`src/rtl/result_display.sv`:
```
// result_display: double-dabble binary-to-BCD converter feeding an
// eight-digit multiplexed 7-segment display (active-low segments/anodes).
// Optional macro RESULT_DISPLAY_SIGNED_EN: treat value as two's complement
// and show a leading '-' for negative results.
module result_display #(
    parameter int REFRESH_DIV = 50000
) (
    input  logic        clk,
    input  logic        reset,
    input  logic [31:0] value,
    input  logic        load,
    output logic        busy,
    output logic        done,
    output logic [6:0]  seg,
    output logic [7:0]  an
);

    localparam int CW = $clog2(REFRESH_DIV);

    localparam logic [1:0] S_IDLE   = 2'd0;
    localparam logic [1:0] S_SHIFT  = 2'd1;
    localparam logic [1:0] S_COMMIT = 2'd2;

    localparam logic [6:0] SEG_DASH  = 7'h3F;
    localparam logic [6:0] SEG_BLANK = 7'h7F;
    localparam logic [6:0] SEG_ZERO  = 7'h40;

    logic [1:0]    r_state;
    logic [31:0]   r_bin;
    logic [39:0]   r_bcd;
    logic [4:0]    r_step;
    logic          r_done;
    logic [6:0]    r_disp [0:7];
    logic [CW-1:0] r_refresh;
    logic [2:0]    r_idx;
    logic [6:0]    r_seg;
    logic [7:0]    r_an;

    logic [31:0]   w_load_mag;
    logic [35:0]   w_adj;
    logic [3:0]    w_msd;
    logic          w_ovf;
    logic [6:0]    w_img [0:7];

`ifdef RESULT_DISPLAY_SIGNED_EN
    logic          r_neg;

    // Magnitude of a negative operand; 32'h80000000 maps onto itself,
    // which read as unsigned is exactly 2147483648.
    assign w_load_mag = value[31] ? (~value + 32'd1) : value;
`else
    assign w_load_mag = value;
`endif

    assign busy = (r_state != S_IDLE);
    assign done = r_done;
    assign seg  = r_seg;
    assign an   = r_an;

    function automatic logic [6:0] f_seg(input logic [3:0] d);
        logic [6:0] c;
        case (d)
            4'd0:    c = 7'h40;
            4'd1:    c = 7'h79;
            4'd2:    c = 7'h24;
            4'd3:    c = 7'h30;
            4'd4:    c = 7'h19;
            4'd5:    c = 7'h12;
            4'd6:    c = 7'h02;
            4'd7:    c = 7'h78;
            4'd8:    c = 7'h00;
            4'd9:    c = 7'h10;
            default: c = SEG_BLANK;
        endcase
        return c;
    endfunction

    // Add-3 correction on BCD digits 0..8 ahead of the shift. Digit 9
    // never exceeds 2 before the final shift, so it never needs fixing.
    always_comb begin
        w_adj = r_bcd[35:0];
        for (int i = 0; i < 9; i++) begin
            if (r_bcd[4*i +: 4] >= 4'd5) begin
                w_adj[4*i +: 4] = r_bcd[4*i +: 4] + 4'd3;
            end
        end
    end

    // Turn the finished BCD accumulator into eight segment codes.
    always_comb begin
        w_msd = 4'd0;
        for (int i = 1; i < 10; i++) begin
            if (r_bcd[4*i +: 4] != 4'd0) begin
                w_msd = 4'(i);
            end
        end

        w_ovf = (r_bcd[39:32] != 8'd0);
`ifdef RESULT_DISPLAY_SIGNED_EN
        // A negative result needs one spare position for the sign.
        if (r_neg && (r_bcd[31:28] != 4'd0)) begin
            w_ovf = 1'b1;
        end
`endif

        for (int i = 0; i < 8; i++) begin
            if (w_ovf) begin
                w_img[i] = SEG_DASH;
            end else if (4'(i) <= w_msd) begin
                w_img[i] = f_seg(r_bcd[4*i +: 4]);
`ifdef RESULT_DISPLAY_SIGNED_EN
            end else if (r_neg && (4'(i) == w_msd + 4'd1)) begin
                w_img[i] = SEG_DASH;
`endif
            end else begin
                w_img[i] = SEG_BLANK;
            end
        end
    end

    // Conversion FSM: capture, 32 shift-add-3 steps, then commit.
    always_ff @(posedge clk) begin
        if (!reset) begin
            r_state <= S_IDLE;
            r_bin   <= 32'd0;
            r_bcd   <= 40'd0;
            r_step  <= 5'd0;
            r_done  <= 1'b0;
`ifdef RESULT_DISPLAY_SIGNED_EN
            r_neg   <= 1'b0;
`endif
            r_disp[0] <= SEG_ZERO;
            for (int i = 1; i < 8; i++) begin
                r_disp[i] <= SEG_BLANK;
            end
        end else begin
            r_done <= 1'b0;
            case (r_state)
                S_IDLE: begin
                    if (load) begin
                        r_bin   <= w_load_mag;
                        r_bcd   <= 40'd0;
                        r_step  <= 5'd0;
`ifdef RESULT_DISPLAY_SIGNED_EN
                        r_neg   <= value[31];
`endif
                        r_state <= S_SHIFT;
                    end
                end
                S_SHIFT: begin
                    r_bcd  <= {r_bcd[38:36], w_adj, r_bin[31]};
                    r_bin  <= {r_bin[30:0], 1'b0};
                    r_step <= r_step + 5'd1;
                    if (r_step == 5'd31) begin
                        r_state <= S_COMMIT;
                    end
                end
                S_COMMIT: begin
                    r_disp  <= w_img;
                    r_done  <= 1'b1;
                    r_state <= S_IDLE;
                end
                default: begin
                    r_state <= S_IDLE;
                end
            endcase
        end
    end

    // Free-running digit scan; an and seg are both registered from the
    // same scan index so they always switch on the same edge.
    always_ff @(posedge clk) begin
        if (!reset) begin
            r_refresh <= '0;
            r_idx     <= 3'd0;
            r_an      <= 8'hFE;
            r_seg     <= SEG_ZERO;
        end else begin
            if (r_refresh == CW'(REFRESH_DIV - 1)) begin
                r_refresh <= '0;
                r_idx     <= r_idx + 3'd1;
            end else begin
                r_refresh <= r_refresh + 1'b1;
            end
            r_an  <= ~(8'd1 << r_idx);
            r_seg <= r_disp[r_idx];
        end
    end

endmodule

```
`config.mk`:
```
export PLATFORM = sky130hd
export DESIGN_NAME = result_display
export DESIGN_NICKNAME = d
export VERILOG_FILES = /design/src/rtl/result_display.sv
export SDC_FILE = /design/constraint.sdc
export NUM_CORES = 1
export LEC_CHECK = 0
export ABC_CLOCK_PERIOD_IN_PS = 4440
export CAP_MARGIN = 10
export CORE_ASPECT_RATIO = 1.2
export CORE_MARGIN = 2
export CORE_UTILIZATION = 45
export CTS_CLUSTER_SIZE = 40
export DETAILED_ROUTE_END_ITERATION = 6
export GPL_TIMING_DRIVEN = 1
export SYNTH_ARGS = -nofsm -noshare
export SYNTH_HDL_FRONTEND = slang
export SYNTH_SLANG_ARGS = --single-unit
```
`constraint.sdc`:
```
create_clock -name clk -period 4.44 [get_ports clk]
set_input_delay 0.666 -clock clk [delete_from_list [all_inputs] [get_ports clk]]
set_output_delay 0.666 -clock clk [all_outputs]
set_load 0.05 [all_outputs]
```
==> results of run 1 <==
-- Yosys cell counts, types with 6 or more instances --
library cell / instances / share of area, %
nand3_1: 28 / 1.2
a32o_1: 8 / 0.71
a2111oi_0: 11 / 0.86
o22ai_1: 30 / 1.7
inv_1: 50 / 1.7
o31ai_1: 13 / 0.87
and4_1: 8 / 0.62
nand2_1: 172 / 5.8
o221a_2: 6 / 0.60
a32oi_1: 8 / 0.62
o31a_1: 13 / 1.0
or2_2: 6 / 0.33
mux4_2: 14 / 2.8
or4_1: 7 / 0.47
buf_2: 24 / 1.1
dfxtp_1: 226 / 40
o21ai_0: 110 / 4.9
a22o_1: 7 / 0.55
nor2_1: 95 / 3.2
xor2_1: 11 / 0.86
a21boi_0: 13 / 0.87
o22a_1: 12 / 0.94
a21oi_1: 67 / 3.0
and2_1: 23 / 1.3
nor3_1: 26 / 1.2
nand4_1: 6 / 0.33
and3_1: 9 / 0.50
o21a_1: 9 / 0.60
nor2b_1: 17 / 0.95
nand2b_1: 20 / 1.1
ha_1: 68 / 7.6
inv_2: 6 / 0.20
or3_1: 8 / 0.45
clkbuf_1: 49 / 1.6
a211oi_1: 8 / 0.54
xnor2_1: 8 / 0.62
nor4bb_1: 8 / 0.71
-- worst min-delay path by stage --
stage	start	to	slack [ns]	cells past startpoint
global placement	register	r_disp[45]	0.42	1
finish	register	r_disp[47]	0.43	1
global route	register	r_disp[46]	0.46	1
floorplan	register	r_disp[28]	0.41	1
CTS	register	r_disp[47]	0.43	1
detailed placement	register	r_disp[47]	0.42	1
-- area by class of cell --
cell class,instances,area (sq um),area share [%]
Timing Repair Buffer,68,636,4.97
Tap cell,325,407,3.18
Inverter,57,214,1.67
Multi-Input combinational cell,932,6140,48.0
Sequential cell,226,4530,35.4
Clock inverter,13,151,1.18
Clock buffer,33,726,5.67
-- metal layers --
metal,vias to the layer above,routed length [um],track usage [%]
met4,0,472,4.64
li1,4669,-,-
met3,37,1100,2.47
met2,200,13300,36.6
met1,4317,12600,28.0
met5,-,0,0
-- cells in the final DEF, fill, tap and decap left out, types with 9 or more instances in the layout --
cell type,synthesis,final
and3_1,9,9
inv_1,50,50
clkdlybuf4s50_1,0,50
mux4_2,14,14
buf_4,1,18
o31ai_1,13,13
clkbuf_16,0,25
nand2_1,172,172
o22ai_1,30,30
nand2b_1,20,20
nor3_1,26,26
nor2b_1,17,16
a21boi_0,13,13
a21oi_1,67,67
o21ai_0,110,110
o21a_1,9,9
nor2_1,95,94
dfxtp_1,226,225
nand3_1,28,28
and2_1,23,23
o31a_1,13,13
a2111oi_0,11,11
ha_1,68,68
o22a_1,12,12
xor2_1,11,11
-- metrics by stage --
| stage | cell area [sq um] | hold slack [ns] | cells | total power [mW] |
|---|---|---|---|---|
| detailed placement | 11900 | 0.420 | 1608 | 2.32 |
| finish | 12800 | 0.429 | 1654 | 4.44 |
| global placement | 11900 | 0.415 | 1608 | 2.32 |
| floorplan | 11200 | 0.413 | 1296 | 2.25 |
| CTS | 12800 | 0.431 | 1654 | 4.49 |
| global route | 12800 | 0.456 | 1654 | 4.61 |
-- worst max-delay path, delay by kind of cell, from the launching register on --
family | cells | cell delay, ns
flops | 1 | 0.54
simple gates | 1 | 0.09
buf+inv | 3 | 1.20
-- power by group through the flow --
stage	combinational [mW]	clock [mW]	sequential, mW
after detailed placement	0.201	0	2.12
after global routing	0.225	2.30	2.08
after floorplan	0.130	0	2.12
final	0.200	2.16	2.08
after global placement	0.200	0	2.12
after CTS	0.202	2.21	2.08
-- kinds of logic (layout without fill, tap and decap cells) --
logic type      Yosys count  count (layout)  share of synthesized area (%)
compound gates          375             375                           22.9
simple gates            454             454                           19.7
xor+xnor                 19              19                           1.48
fa+ha+maj                68              68                           7.58
buf+inv                 138             171                           5.05
mux                      16              16                           2.99
flops                   226             226                           40.3
==> metrics.cfg, run 1 <==
[cts]
cts_sinks = 226
ctsLongestPathBuffers = 3
h-tree-depth = 1
clk_latency_ns = 0.52
cts_setup_buffers = 0
ctsHoldBuffers = 0
clk_pin_slew_ns = 0.06
cts_buffers = 25
cts_tree = built
cts_root_buf = clkbuf_16
postCtsResizedCells = 0

[cells_and_area]
diodes = 0
nFillCells = 2343
nets = 1413
area_growth_pct = 14.0
final_util_pct = 52.0
drive_gt1_share_pct = 8.88

[critical_path]
path_max_fanout = 18
r2r-start = r_state[1]
critPathMaxStageDelay_ns = 0.81
path_class = reg -> out
worst-r2r-cell-count = 9
arrival_ns = 2.36
critPathCaptureType = output pin
start_kind = register
crit_end = busy
slowest_stage = clkdlybuf4s50_1
path_cells = buf_4 -> inv_1 -> nand2_1 -> clkdlybuf4s50_1
critPathRequiredTime_ns = 3.77
r2r_setup_slack_ns = 1.53
startpoint = r_state[0]

[sta]
finClkSkew_ns = 0.00568
slew_viol_final = 0
clock.fmax_mhz = 331
finalCritPeriodShare_pct = 68.1
finalCriticalPeriod_ns = 3.02
setup_tns_ns = 0
setup_ws_ns = 1.42
final_hold_viol_count = 0
setup_viol = 0
maxSlewHeadroom_pct = 26.0
tightest_slew_ns = 1.11
rsz0062_at_grt = false

[synthesis]
synth_nets = 1399
synth_flop_cell = dfxtp_1
synth_edf_count = 0
seq_area_frac_synth_pct = 40.3
ys.warnings.count = 0
ys_ff_latch = 226
syn_inst = 1296
synthesis.area_sq_mm = 0.0112
syn_avg_cell_area_sq_um = 8.66
async_flop_share_pct = 0
synth_cell_type_count = 77

[placement]
dp_slack_ns = 1.23
dp_hpwl_um = 19100
io_buffers = 51
gp_congestion = 0.909

[drt]
drc_errors = 0
drt_first_pass_iters = 5
vias_per_cell = 5.58
ant_nets = 0
wire_per_inst_um = 16.6
drt_iter0_drc = 434
finalWirelength_um = 27500
vias = 9223

[power]
intPower_mw = 3.46
seq_power_share_pct = 46.8
combPwrFrac_pct = 4.5
swShare_pct = 22.1
peakVddDrop_v = 0.000235
p_clk_share_pct = 48.7
p_leak_nw = 4.98
power_density_mw_per_mm2 = 347
p_sw_mw = 0.981

[global_routing]
grt_pass1_wl_um = 45400
antenna_found_initial = 0
grt_pass1_vias = 8768
grt.overflow.total = 0
grt_start_max_net_pins = 64
track_usage_pct = 21.0

[floorplan]
die_w_um = 148
fp.dieH_um = 177
die_area_sq_mm = 0.0262
start_util_pct = 45.6
rows = 63
fp.coreArea_sq_mm = 0.0246
pin_count = 52

[run_status]
status = finished, final reports clean

[job]
drv_cap = 0

[min_path]
worst_hold_path_type = reg -> reg

No activity file was read; power rests on OpenSTA's default activity.
==> run 2: changes to the inputs <==
--- a/config.mk
+++ b/config.mk
@@ -5,7 +5,7 @@
 export SDC_FILE = /design/constraint.sdc
 export NUM_CORES = 1
 export LEC_CHECK = 0
-export ABC_CLOCK_PERIOD_IN_PS = 4440
+export ABC_CLOCK_PERIOD_IN_PS = 3140
 export CAP_MARGIN = 10
 export CORE_ASPECT_RATIO = 1.2
 export CORE_MARGIN = 2
==> constraint.sdc (replaced) <==
create_clock -name clk -period 3.14 [get_ports clk]
set_input_delay 0.471 -clock clk [delete_from_list [all_inputs] [get_ports clk]]
set_output_delay 0.471 -clock clk [all_outputs]
set_load 0.05 [all_outputs]
==> run 2 against run 1 <==
Net effect:
- clock power increased by 26%
- clock skew grew 0.0077 ns
- final cell count up 0.67%
- worst setup slack lost 1.1 ns
- sequential share of layout area fell by 0.055 points
- routed wire length is 0.50% lower
- combinational power increased by 49%
- global-route usage is 0.059 points lower
- non-clock buffer count rose by 14
- first-iteration DRC count increased by 12%
==> metrics.cfg, run 2 (same netlist as run 1, synthesis figures left out) <==
[drt]
drt_first_pass_iters = 5
drt_iter0_drc = 485
vias_per_cell = 5.61
wire_per_inst_um = 16.4
ant_nets = 0
finalWirelength_um = 27300
drc_errors = 0
vias = 9344

[sta]
finalCritPeriodShare_pct = 89.3
setup_viol = 0
clock.fmax_mhz = 357
finalCriticalPeriod_ns = 2.80
slew_viol_final = 0
rsz0062_at_grt = false
tightest_slew_ns = 0.846
maxSlewHeadroom_pct = 43.6
finClkSkew_ns = 0.0134
final_hold_viol_count = 0
setup_tns_ns = 0

[min_path]
whs_endpoint = r_bin[31]
hold_path.startpoint = reset
worst_hold_path_type = in -> reg
hold_depth = 3

[placement]
gp_congestion = 0.866
placed_cell_area_sq_mm = 0.0121
io_buffers = 51
dp_hpwl_um = 19200

[cts]
ctsHoldBuffers = 0
ctsLongestPathBuffers = 3
cts_sinks = 226
clk_latency_ns = 0.51
cts_buffers = 24
postCtsResizedCells = 0
cts_root_buf = clkbuf_16
clk_pin_slew_ns = 0.06
cts_tree = built
cts_setup_buffers = 0
h-tree-depth = 1

[critical_path]
critPathCaptureType = register
start_kind = register
path_class = reg -> reg
r2r_setup_slack_ns = 0.34
critPathRequiredTime_ns = 3.59
worst-r2r-cell-count = 10
r2r-start = r_bcd[5]
arrival_ns = 3.26
path_max_fanout = 6

[cells_and_area]
area_growth_pct = 14.2
nFillCells = 2377
nets = 1426
layout_commonest_cell = dfxtp_1
final_cell_mix = dfxtp_1, nand2_1, o21ai_0, nor2_1, ha_1
drive_gt1_share_pct = 9.18
fin_area_sq_mm = 0.0128
final-seq-area_sq_mm = 0.00453
multiInputGateArea_sq_mm = 0.00614
diodes = 0

[power]
combPwrFrac_pct = 5.0
peakVddDrop_v = 0.000302
power_density_mw_per_mm2 = 465
p_clk_share_pct = 45.7
seq_power_share_pct = 49.3
power_mw = 5.96
intPower_mw = 4.64
p_sw_mw = 1.32
p_leak_nw = 5.01
swShare_pct = 22.1

[global_routing]
grt_start_max_net_pins = 50
grt.overflow.total = 0
grt_pass1_wl_um = 45300
track_usage_pct = 20.9
use_met2_pct = 35.3
grt_pass1_vias = 8734
use_met1_pct = 28.6
grt_most_used_layer = met2
grtUsageMet3_pct = 2.09
antenna_found_initial = 0

[job]
drv_cap = 0

[floorplan]
start_util_pct = 45.6
fp.coreArea_sq_mm = 0.0246
die_area_sq_mm = 0.0262
die_w_um = 148
fp.dieH_um = 177
pin_count = 52
rows = 63

[run_status]
status = finished, final reports clean

run 2: changes by cell type in the layout (fill, tap and decap cells not counted):
| cell | previous run | this run |
|---|---|---|
| clkinvlp_4 | 3 | 0 |
| buf_12 | 0 | 3 |
| inv_6 | 1 | 0 |
| bufinv_16 | 3 | 1 |
| buf_4 | 18 | 30 |
| clkbuf_8 | 7 | 3 |
| clkbuf_1 | 1 | 8 |
| clkdlybuf4s50_1 | 50 | 49 |
run 2: per-layer routing:
metal	vias to the layer above	part of all wire, %	wire (um)
met5	-	0	0
met4	0	2.5	670
met3	49	3.8	1040
met2	204	47	12900
met1	4394	47	12700
li1	4697	-	-
run 2: layout make-up:
| type | count | share of cell area (%) |
|---|---|---|
| Inverter | 57 | 1.67 |
| Sequential cell | 226 | 35.3 |
| Clock buffer | 36 | 5.44 |
| Multi-Input combinational cell | 932 | 47.9 |
| Timing Repair Buffer | 82 | 6.05 |
| Tap cell | 325 | 3.17 |
| Clock inverter | 7 | 0.469 |
run 2: worst max-delay path by stage:
stage	from	to	slack (ns)	cells after the start
3_3_place_gp	load	register	0.23	11
4_1_cts	r_bcd[5]	register	0.36	10
6_report	r_bcd[5]	register	0.34	10
5_1_grt	r_bcd[5]	register	0.15	10
2_1_floorplan	load	register	0.52	10
3_5_place_dp	load	register	0.14	11
run 2: power by group through the flow:
stage	logic, mW	registers, mW	clock network [mW]
after floorplan	0.184	2.99	0
after global placement	0.298	3.00	0
after CTS	0.301	2.94	2.82
after global routing	0.331	2.94	2.92
final	0.299	2.94	2.72
after detailed placement	0.300	3.00	0
run 2: metrics by stage:
stage / cells / hold WS, ns / util [%] / worst slack [ns]
3_5_place_dp: 1622 / 0.420 / 49.0 / 0.139
6_report: 1665 / 0.294 / 52.1 / 0.336
4_1_cts: 1665 / 0.269 / 52.1 / 0.364
2_1_floorplan: 1296 / 0.413 / - / 0.522
5_1_grt: 1665 / 0.283 / 52.1 / 0.149
3_3_place_gp: 1622 / 0.419 / 49.0 / 0.233
run 2: worst max-delay path, stage by stage (launching register included):
cell       delay (ns)
dfxtp_1          0.46
inv_1            0.10
ha_1             0.27
nand2b_1         0.15
a2111oi_0        0.14
or2_1            0.30
o21a_1           0.24
ha_1             0.23
or4_1            0.53
a21oi_1          0.17
o32a_1           0.16
==> run 3: changes to the inputs <==
--- a/config.mk
+++ b/config.mk
@@ -13,6 +13,7 @@
 export CTS_CLUSTER_SIZE = 40
 export DETAILED_ROUTE_END_ITERATION = 6
 export GPL_TIMING_DRIVEN = 1
+export SKIP_LAST_GASP = 1
 export SYNTH_ARGS = -nofsm -noshare
 export SYNTH_HDL_FRONTEND = slang
 export SYNTH_SLANG_ARGS = --single-unit
==> results of run 3 <==
Final layout, timing and power as in run 2 (identical DEF).
